--- src/rtl/jk_ff_bank_pkg.sv ---
// Shared mode encodings and types for the JK flip-flop bank.
// The mode value picks how each channel reads its j/k pair.
package jk_ff_bank_pkg;

    typedef logic [1:0] mode_t;

    localparam mode_t MODE_JK = 2'b00;
    localparam mode_t MODE_T  = 2'b01;
    localparam mode_t MODE_D  = 2'b10;
    localparam mode_t MODE_SR = 2'b11;

endpackage

--- src/rtl/jk_ff_bank_next.sv ---
// Stateless per-channel next-state logic for one flip-flop of the bank.
// The illegal output flags S=R=1 in SR mode; that bit keeps its value.
module jk_next
    import jk_ff_bank_pkg::*;
(
    input  logic [1:0] mode,
    input  logic       j,
    input  logic       k,
    input  logic       q,
    output logic       q_next,
    output logic       illegal
);

    always_comb begin
        q_next  = q;
        illegal = 1'b0;
        case (mode)
            MODE_JK: begin
                case ({j, k})
                    2'b01:   q_next = 1'b0;
                    2'b10:   q_next = 1'b1;
                    2'b11:   q_next = ~q;
                    default: q_next = q;
                endcase
            end
            MODE_T: begin
                q_next = j ? ~q : q;
            end
            MODE_D: begin
                q_next = j;
            end
            default: begin
                case ({j, k})
                    2'b01:   q_next = 1'b0;
                    2'b10:   q_next = 1'b1;
                    2'b11:   illegal = 1'b1;
                    default: q_next = q;
                endcase
            end
        endcase
    end

endmodule

--- src/rtl/jk_ff_bank.sv ---
// Bank of WIDTH mode-selectable flip-flops with parallel load, change mask,
// saturating change-event counter and an SR illegal-input pulse.
module jk_ff_bank
    import jk_ff_bank_pkg::*;
#(
    parameter int WIDTH = 8,
    parameter int CNT_W = 8
) (
    input  logic             clk,
    input  logic             rst,
    input  logic             en,
    input  logic [1:0]       mode,
    input  logic [WIDTH-1:0] j,
    input  logic [WIDTH-1:0] k,
    input  logic             load,
    input  logic [WIDTH-1:0] load_data,
    input  logic             cnt_clr,
    output logic [WIDTH-1:0] q,
    output logic [WIDTH-1:0] qb,
    output logic [WIDTH-1:0] changed,
    output logic [CNT_W-1:0] chg_cnt,
    output logic             sr_err
);

    localparam logic [CNT_W-1:0] CNT_MAX = {CNT_W{1'b1}};

    logic [WIDTH-1:0] q_q,       q_d;
    logic [WIDTH-1:0] changed_q, changed_d;
    logic [CNT_W-1:0] chg_cnt_q, chg_cnt_d;
    logic             sr_err_q,  sr_err_d;

    logic [WIDTH-1:0] bit_next;
    logic [WIDTH-1:0] bit_illegal;

    generate
        for (genvar gi = 0; gi < WIDTH; gi++) begin : g_chan
            jk_next u_next (
                .mode    (mode),
                .j       (j[gi]),
                .k       (k[gi]),
                .q       (q_q[gi]),
                .q_next  (bit_next[gi]),
                .illegal (bit_illegal[gi])
            );
        end
    endgenerate

    always_comb begin
        q_d = q_q;
        if (load) begin
            q_d = load_data;
        end else if (en) begin
            q_d = bit_next;
        end

        changed_d = q_d ^ q_q;
        // Only a J/K-driven SR update can be illegal; a load masks it.
        sr_err_d  = en && !load && (mode == MODE_SR) && (|bit_illegal);

        chg_cnt_d = chg_cnt_q;
        if (cnt_clr) begin
            chg_cnt_d = '0;
        end else if ((|changed_d) && (chg_cnt_q != CNT_MAX)) begin
            chg_cnt_d = chg_cnt_q + CNT_W'(1);
        end
    end

    always_ff @(posedge clk) begin
        if (rst) begin
            q_q       <= '0;
            changed_q <= '0;
            chg_cnt_q <= '0;
            sr_err_q  <= 1'b0;
        end else begin
            q_q       <= q_d;
            changed_q <= changed_d;
            chg_cnt_q <= chg_cnt_d;
            sr_err_q  <= sr_err_d;
        end
    end

    assign q       = q_q;
    assign qb      = ~q_q;
    assign changed = changed_q;
    assign chg_cnt = chg_cnt_q;
    assign sr_err  = sr_err_q;

endmodule

--- config.mk ---
export PLATFORM = sky130hd
export DESIGN_NAME = jk_ff_bank
export DESIGN_NICKNAME = d
export VERILOG_FILES = /design/src/rtl/jk_ff_bank_pkg.sv /design/src/rtl/jk_ff_bank_next.sv /design/src/rtl/jk_ff_bank.sv
export SDC_FILE = /design/constraint.sdc
export NUM_CORES = 1
export LEC_CHECK = 0
export CAP_MARGIN = 20
export CORE_MARGIN = 5
export CORE_UTILIZATION = 42
export DETAILED_ROUTE_END_ITERATION = 6
export MAX_ROUTING_LAYER = met4
export PLACE_DENSITY = 0.76
export SETUP_SLACK_MARGIN = 0.05
export SLEW_MARGIN = 5
export SYNTH_ARGS = -nofsm -noshare
export SYNTH_HDL_FRONTEND = slang
export SYNTH_HIERARCHICAL = 1
export SYNTH_SLANG_ARGS = --single-unit
--- constraint.sdc ---
create_clock -name clk -period 2.1 [get_ports clk]
set_input_delay 0.42 -clock clk [delete_from_list [all_inputs] [get_ports clk]]
set_output_delay 0.42 -clock clk [all_outputs]
set_load 0.01 [all_outputs]
# Word-level counts from Yosys, hierarchy flattened
# Index checks and enable logic that the tools add are counted.
# Widths: inputs -> output; s select.
dict set report classes {
  n_eq_ne 28
  muxes 50
  addsub 1
  n_bitwise 10
  reduce_logical 10
}
# op count
set op_table {}
lappend op_table {{$pmux 1 s3} 16}
lappend op_table {{$eq 2x2->1 const B} 18}
lappend op_table {{$mux 1} 24}
lappend op_table {{$eq 2x1->1 const B} 9}
lappend op_table {{$mux 8} 2}
lappend op_table {{$pmux 1 s2} 8}
lappend op_table {{$reduce_or 8->1} 2}
lappend op_table {{$add 8x1->8 const B} 1}
lappend op_table {{$ne 8x8->1 const B} 1}
lappend op_table {{$not 1->1} 8}
lappend op_table {{$not 8->8} 1}
lappend op_table {{$xor 8x8->8} 1}
lappend op_table {{$logic_and 1x1->1} 4}
lappend op_table {{$reduce_or 3->1} 1}
lappend op_table {{$logic_not 2->1} 1}
lappend op_table {{$reduce_or 2->1} 1}
lappend op_table {{$logic_not 1->1} 1}
dict set report word_totals {
  reg_bits 25
}

# Depth between registers and ports, before layout
dict set report depth {
  word_depth 8
  ltp_mapped 11
  ltp_nobuf 11
}

# Cells and area by module
# Netlist, hierarchy kept.
# mod area_each_um2 cells_each instances
set modules_own_cells {}
lappend modules_own_cells {jk_ff_bank 1351.3 151 1}
lappend modules_own_cells {jk_next 85.1 10 8}

# Worst setup path after synthesis
# Ideal clock, no wire load.
dict set report synth_timing {
  path_kind {input to register}
  startpoint {in k[6]}
  endpoint {reg chg_cnt_q[0] (netlist: chg_cnt[0])}
  cell_stages 11
  path_slack_ns -0.078
  path_buffers 0
  t_arrival_ns 2.056
  setup_ns 0.123
  path_cell_list {inv_1 ha_1 mux2i_1 a21o_2 o21ai_1 nor3b_1 o32ai_2 nand4_2 o21ai_4 xor2_1 nor2_1}
}
dict set report synth_via {
  elab_chain_cells 8
  elab_cells_between_ends 11
  classes_between {eq/ne: 3; mux: 5; bitwise: 1; reduce/logical: 2}
}
# item line_no
set synth_lines {}
lappend synth_lines {{from (decl)} jk_ff_bank.sv:14} ;# input logic [WIDTH-1:0] k,
lappend synth_lines {{$eq 2x2->1, or another cell as far along} jk_ff_bank_next.sv:19} ;# case ({j, k})
lappend synth_lines {{$pmux 1 s3 or $pmux 1 s2 (tied branches)} {jk_ff_bank_next.sv:19, jk_ff_bank_next.sv:33}}
lappend synth_lines {{$pmux 1 s3 (*)} jk_ff_bank_next.sv:17} ;# case (mode)
lappend synth_lines {{via bit_next[6]} jk_ff_bank.sv:32} ;# logic [WIDTH-1:0] bit_next;
lappend synth_lines {{$mux 8 (*)} jk_ff_bank.sv:52} ;# end else if (en) begin
lappend synth_lines {{$mux 8 (*)} jk_ff_bank.sv:50} ;# if (load) begin
lappend synth_lines {{$xor 8x8->8 (*)} jk_ff_bank.sv:56} ;# changed_d = q_d ^ q_q;
lappend synth_lines {{$reduce_or 8->1 (*)} jk_ff_bank.sv:63} ;# end else if ((|changed_d) && (chg_cnt_q != CNT_MAX)) begin
lappend synth_lines {{$logic_and 1x1->1 (*)} jk_ff_bank.sv:63}
lappend synth_lines {{to (signal assigned)} jk_ff_bank.sv:77} ;# chg_cnt_q <= chg_cnt_d;
lappend synth_lines {{to (decl)} jk_ff_bank.sv:29} ;# logic [CNT_W-1:0] chg_cnt_q, chg_cnt_d;
# Mark *: on every way through the listed nets, which the timed path passes. The rest lies on a longest branch.
# A chain may end at the register's enable or synchronous reset.

# Worst setup path in the final report
dict set report layout_timing {
  startpoint {in j[3]}
  endpoint {reg chg_cnt_q[0] (netlist: chg_cnt[0])}
}
dict set report layout_via {
  elab_chain_cells 8
  elab_cells_between_ends 12
  classes_between {eq/ne: 3; mux: 6; bitwise: 1; reduce/logical: 2}
}
# item line_no
set layout_lines {}
lappend layout_lines {{from (decl)} jk_ff_bank.sv:13} ;# input logic [WIDTH-1:0] j,
lappend layout_lines {{$eq 2x2->1, or another cell as far along} jk_ff_bank_next.sv:19}
lappend layout_lines {{$pmux 1 s3 or $pmux 1 s2 (tied branches)} {jk_ff_bank_next.sv:19, jk_ff_bank_next.sv:33}}
lappend layout_lines {{$pmux 1 s3 (*)} jk_ff_bank_next.sv:17}
lappend layout_lines {{via bit_next[3]} jk_ff_bank.sv:32}
lappend layout_lines {{$mux 8 (*)} jk_ff_bank.sv:52}
lappend layout_lines {{$mux 8 (*)} jk_ff_bank.sv:50}
lappend layout_lines {{$xor 8x8->8 (*)} jk_ff_bank.sv:56}
lappend layout_lines {{$reduce_or 8->1 (*)} jk_ff_bank.sv:63}
lappend layout_lines {{$logic_and 1x1->1 (*)} jk_ff_bank.sv:63}
# Marks and branches as above.

==> impl_table.tex <==
\begin{tabular}{lr}
\hline
Metric & Value \\
\hline
\multicolumn{2}{l}{\textbf{Timing}} \\
Final hold vios & 0 \\
Least-Margin Pin Slew & 0.279 ns \\
Post-route worst setup slack & -0.0491 ns \\
Period utilization & 102\% \\
Slew headroom & 80.9\% \\
Unrepaired setup endpoints after global routing & true \\
Maximum frequency from static timing analysis & 0.465 GHz \\
Final Setup Violations & 5 \\
Post-layout minimum cycle time & 2.15 ns \\
Max-slew violation count & 0 \\
Post-Route Skew & 0.0162 ns \\
\multicolumn{2}{l}{\textbf{Yosys}} \\
Average instance area after synthesis & 8.80 µm² \\
Number of nets in the synthesized netlist & 279 \\
Synth unique cells & 36 \\
Warnings, synthesis & 6 \\
Area of the mapped netlist & 2030 µm² \\
Cell count after synthesis & 231 \\
Post-synthesis register bit count & 25 \\
Portion of the post-synthesis area used by sequential elements & 24.6\% \\
\multicolumn{2}{l}{\textbf{Drt}} \\
1st-pass router iterations & 4 \\
WL per Instance & 15.0 µm \\
Total detailed-routing wirelength & 6370 µm \\
\# DRC & 0 \\
Total number of vias & 2184 \\
Vias per inst & 5.15 \\
DRC marker count from the first detailed-route iteration & 113 \\
Residual antenna-violating net count after detailed routing & 0 \\
\multicolumn{2}{l}{\textbf{Floorplan}} \\
Site Rows & 25 \\
Initial cell density of the core & 43.0\% \\
Standard cell core area & 4720 µm² \\
Die boundary height & 79.6 µm \\
IO Pins & 64 \\
Horizontal die dimension & 79.6 µm \\
Area of the die & 6330 µm² \\
\multicolumn{2}{l}{\textbf{Global route}} \\
Vias in the first global route & 2170 \\
Pin count of the biggest net entering global routing & 19 \\
Total Routing Usage GR & 20.1\% \\
Number of antenna violations at the first check in global routing & 0 \\
Global-route wire length before repair & 10000 µm \\
GRT Residual Overflow & 0 \\
\multicolumn{2}{l}{\textbf{Pwr}} \\
Static leakage & 1.57 nW \\
Cell area power density & 423 nW/µm² \\
Peak supply drop & 0.000270 V \\
Overall power consumption & 1.52 mW \\
\multicolumn{2}{l}{\textbf{Clock tree}} \\
Clock root buffer & clkbuf\_8 \\
Clock-pin slew on the worst setup and hold paths & 0.10 ns \\
Clk\_lat worst skew & 0.28 ns \\
Clock buffer count from CTS & 3 \\
TritonCTS clock tree & built \\
\# clock sinks & 25 \\
Max clock buf depth & 2 \\
Hold\_buf cts & 0 \\
H-Tree Level Count & 1 \\
\multicolumn{2}{l}{\textbf{Placed design}} \\
Placed wire-length estimate & 4180 µm \\
Instance count after placement with tap cells included & 397 \\
RD Place Congestion & 0.809 \\
Buffers added on ports & 63 \\
Instance area at placement & 3130 µm² \\
\multicolumn{2}{l}{\textbf{Hold path}} \\
Class of the tightest hold or removal check & flip-flop to flip-flop \\
\multicolumn{2}{l}{\textbf{Cells and area}} \\
Area Growth Syn to Fin & 77.3\% \\
Util after Layout & 76.3\% \\
Fin area & 3600 µm² \\
Share of cells above drive strength 1 & 43.7\% \\
Net count of the finished layout & 406 \\
Final antenna diode count & 0 \\
Non-filler cells in the finished layout & 424 \\
\multicolumn{2}{l}{\textbf{Critical path}} \\
Crit Path Category & input pin to flip-flop \\
Worst Setup End Kind & flip-flop \\
Worst endpoint required time & 2.27 ns \\
Arrival @ worst endpoint & 2.32 ns \\
Nature of the critical path startpoint & input pin \\
CP max FO & 5 \\
\multicolumn{2}{l}{\textbf{Outcome}} \\
Result of the run & finished with violations \\
Violated checks & negative setup slack \\
\multicolumn{2}{l}{\textbf{Run}} \\
Maxcap violations & 0 \\
\hline
\end{tabular}
[cells by family after synthesis]
group | count (synthesis) | share of synthesized area, %
multiplexers | 31 | 15.3
AO/OA/AOI/OAI | 55 | 19.7
flip-flops | 25 | 24.6
adder cells (fa/ha/maj) | 17 | 10.5
XOR/XNOR | 15 | 6.47
AND/OR/NAND/NOR | 63 | 17.5
buffers and inverters | 25 | 5.91
[state kept, by name, indices dropped and copies added (netlist names)]
register	flops
changed	8
chg_cnt	8
q	8
sr_err	1
[through the flow]
step                      TNS, ns  hold WS [ns]  setup slack, ns
after global placement      -6.39         0.496           -0.790
after global routing       -0.782         0.543           -0.170
after CTS                       0         0.511           0.0284
after detailed placement    -7.52         0.499           -0.876
after floorplan           -0.0580         0.509          -0.0303
final                      -0.132         0.514          -0.0491
[final cells by class]
type	count	area (µm²)
Clock buffer	3	41.3
Tap cell	67	83.8
Sequential cell	25	500
Timing Repair Buffer	129	1240
Clock inverter	1	5.00
Fill cell	316	1120
Multi-Input combinational cell	182	1660
Inverter	17	78.8
[synthesized netlist by cell type]
library cell  count  area (µm²)
mux2i_1          31         310
nor2_1           26        97.6
dfxtp_1          25         500
o21ai_1          20         100
ha_1             17         213
inv_1            17        63.8
xor2_1           15         131
a21oi_1          11        55.1
a21o_2            9        78.8
and3_2            8        60.1
a22oi_2           7        87.6
clkbuf_1          4        15.0
nand2_1           4        15.0
nand3_1           4        20.0
or3_1             4        25.0
buf_6             3        33.8
a211oi_1          2        15.0
nand4_1           2        12.5
nand4_2           2        25.0
nor2b_4           2        27.5
nor3_1            2        10.0
nor4_1            2        12.5
and2_1            1        6.26
and3b_2           1        10.0
clkbuf_4          1        7.51
nor2_2            1        6.26
nor3b_1           1        7.51
nor4b_1           1        8.76
o211ai_1          1        7.51
o21ai_0           1        5.00
o21ai_4           1        16.3
o21ba_2           1        10.0
o32ai_2           1        16.3
o41ai_1           1        8.76
or2_1             1        6.26
or2_2             1        6.26
[layout by cell type (no fill, tap or decap), types with 2 or more instances in the layout]
cell type	instances
buf_2	3
buf_6	14
o21ai_2	9
nand3_1	3
nor2b_4	2
a21oi_1	10
ha_1	9
clkdlybuf4s50_1	45
buf_8	2
nand4_1	2
ha_4	8
nor4_1	2
inv_2	5
or3_1	3
nor2_1	26
mux2i_1	28
a21o_2	9
o21ai_1	11
nor3_1	2
dfxtp_1	25
a22oi_2	7
buf_4	58
o21ai_4	3
and3_2	8
nand4_4	2
inv_1	10
nand2_1	4
mux2i_2	3
xor2_1	14
clkbuf_8	3
a211oi_1	2
buf_12	4
[power breakdown]
part	switching, mW	total [mW]	leakage (nW)	internal (mW)
Combinational	0.298	0.691	1.34	0.392
Clock	0.171	0.305	0.0255	0.133
Sequential	0.0266	0.527	0.205	0.500
[repair_timing]
| action | CTS | global route |
|---|---|---|
| endpoints found under the hold margin | 0 | 0 |
| setup buffers | 14 | 6 |
| resized for setup | 109 | 18 |
| setup endpoints to repair | 9 | 8 |
| pin swaps | 40 | 23 |
| cloned | 3 | 0 |
[worst max-delay path, stage by stage]
cell and delay (ns):
buf_2 0.12, ha_4 0.26, mux2i_2 0.19, a21o_2 0.15, o21ai_2 0.05, xor2_1 0.15
a22oi_2 0.25, nand4_4 0.20, o21ai_4 0.27, xor2_1 0.16, nor2_1 0.08
[layer usage]
metal	wire length [µm]	part of all wire [%]	global-route usage [%]	up-vias
li1	-	-	-	1077
met1	2670	42	24.3	1026
met2	3280	52	35.0	67
met3	276	4.3	2.37	14
met4	136	2.1	6.01	0
met5	0	0	-	-
[final timing paths]
kind,startpoint,end,slack [ns],cells after the start
min,chg_cnt[1],chg_cnt[1],0.51,2
max reg2reg,q[5],chg_cnt[0],0,8
min reg2reg,chg_cnt[1],chg_cnt[1],0.51,2
max,j[3],chg_cnt[0],-0.05,11
Note: power is estimated with default switching activity, not from simulation.
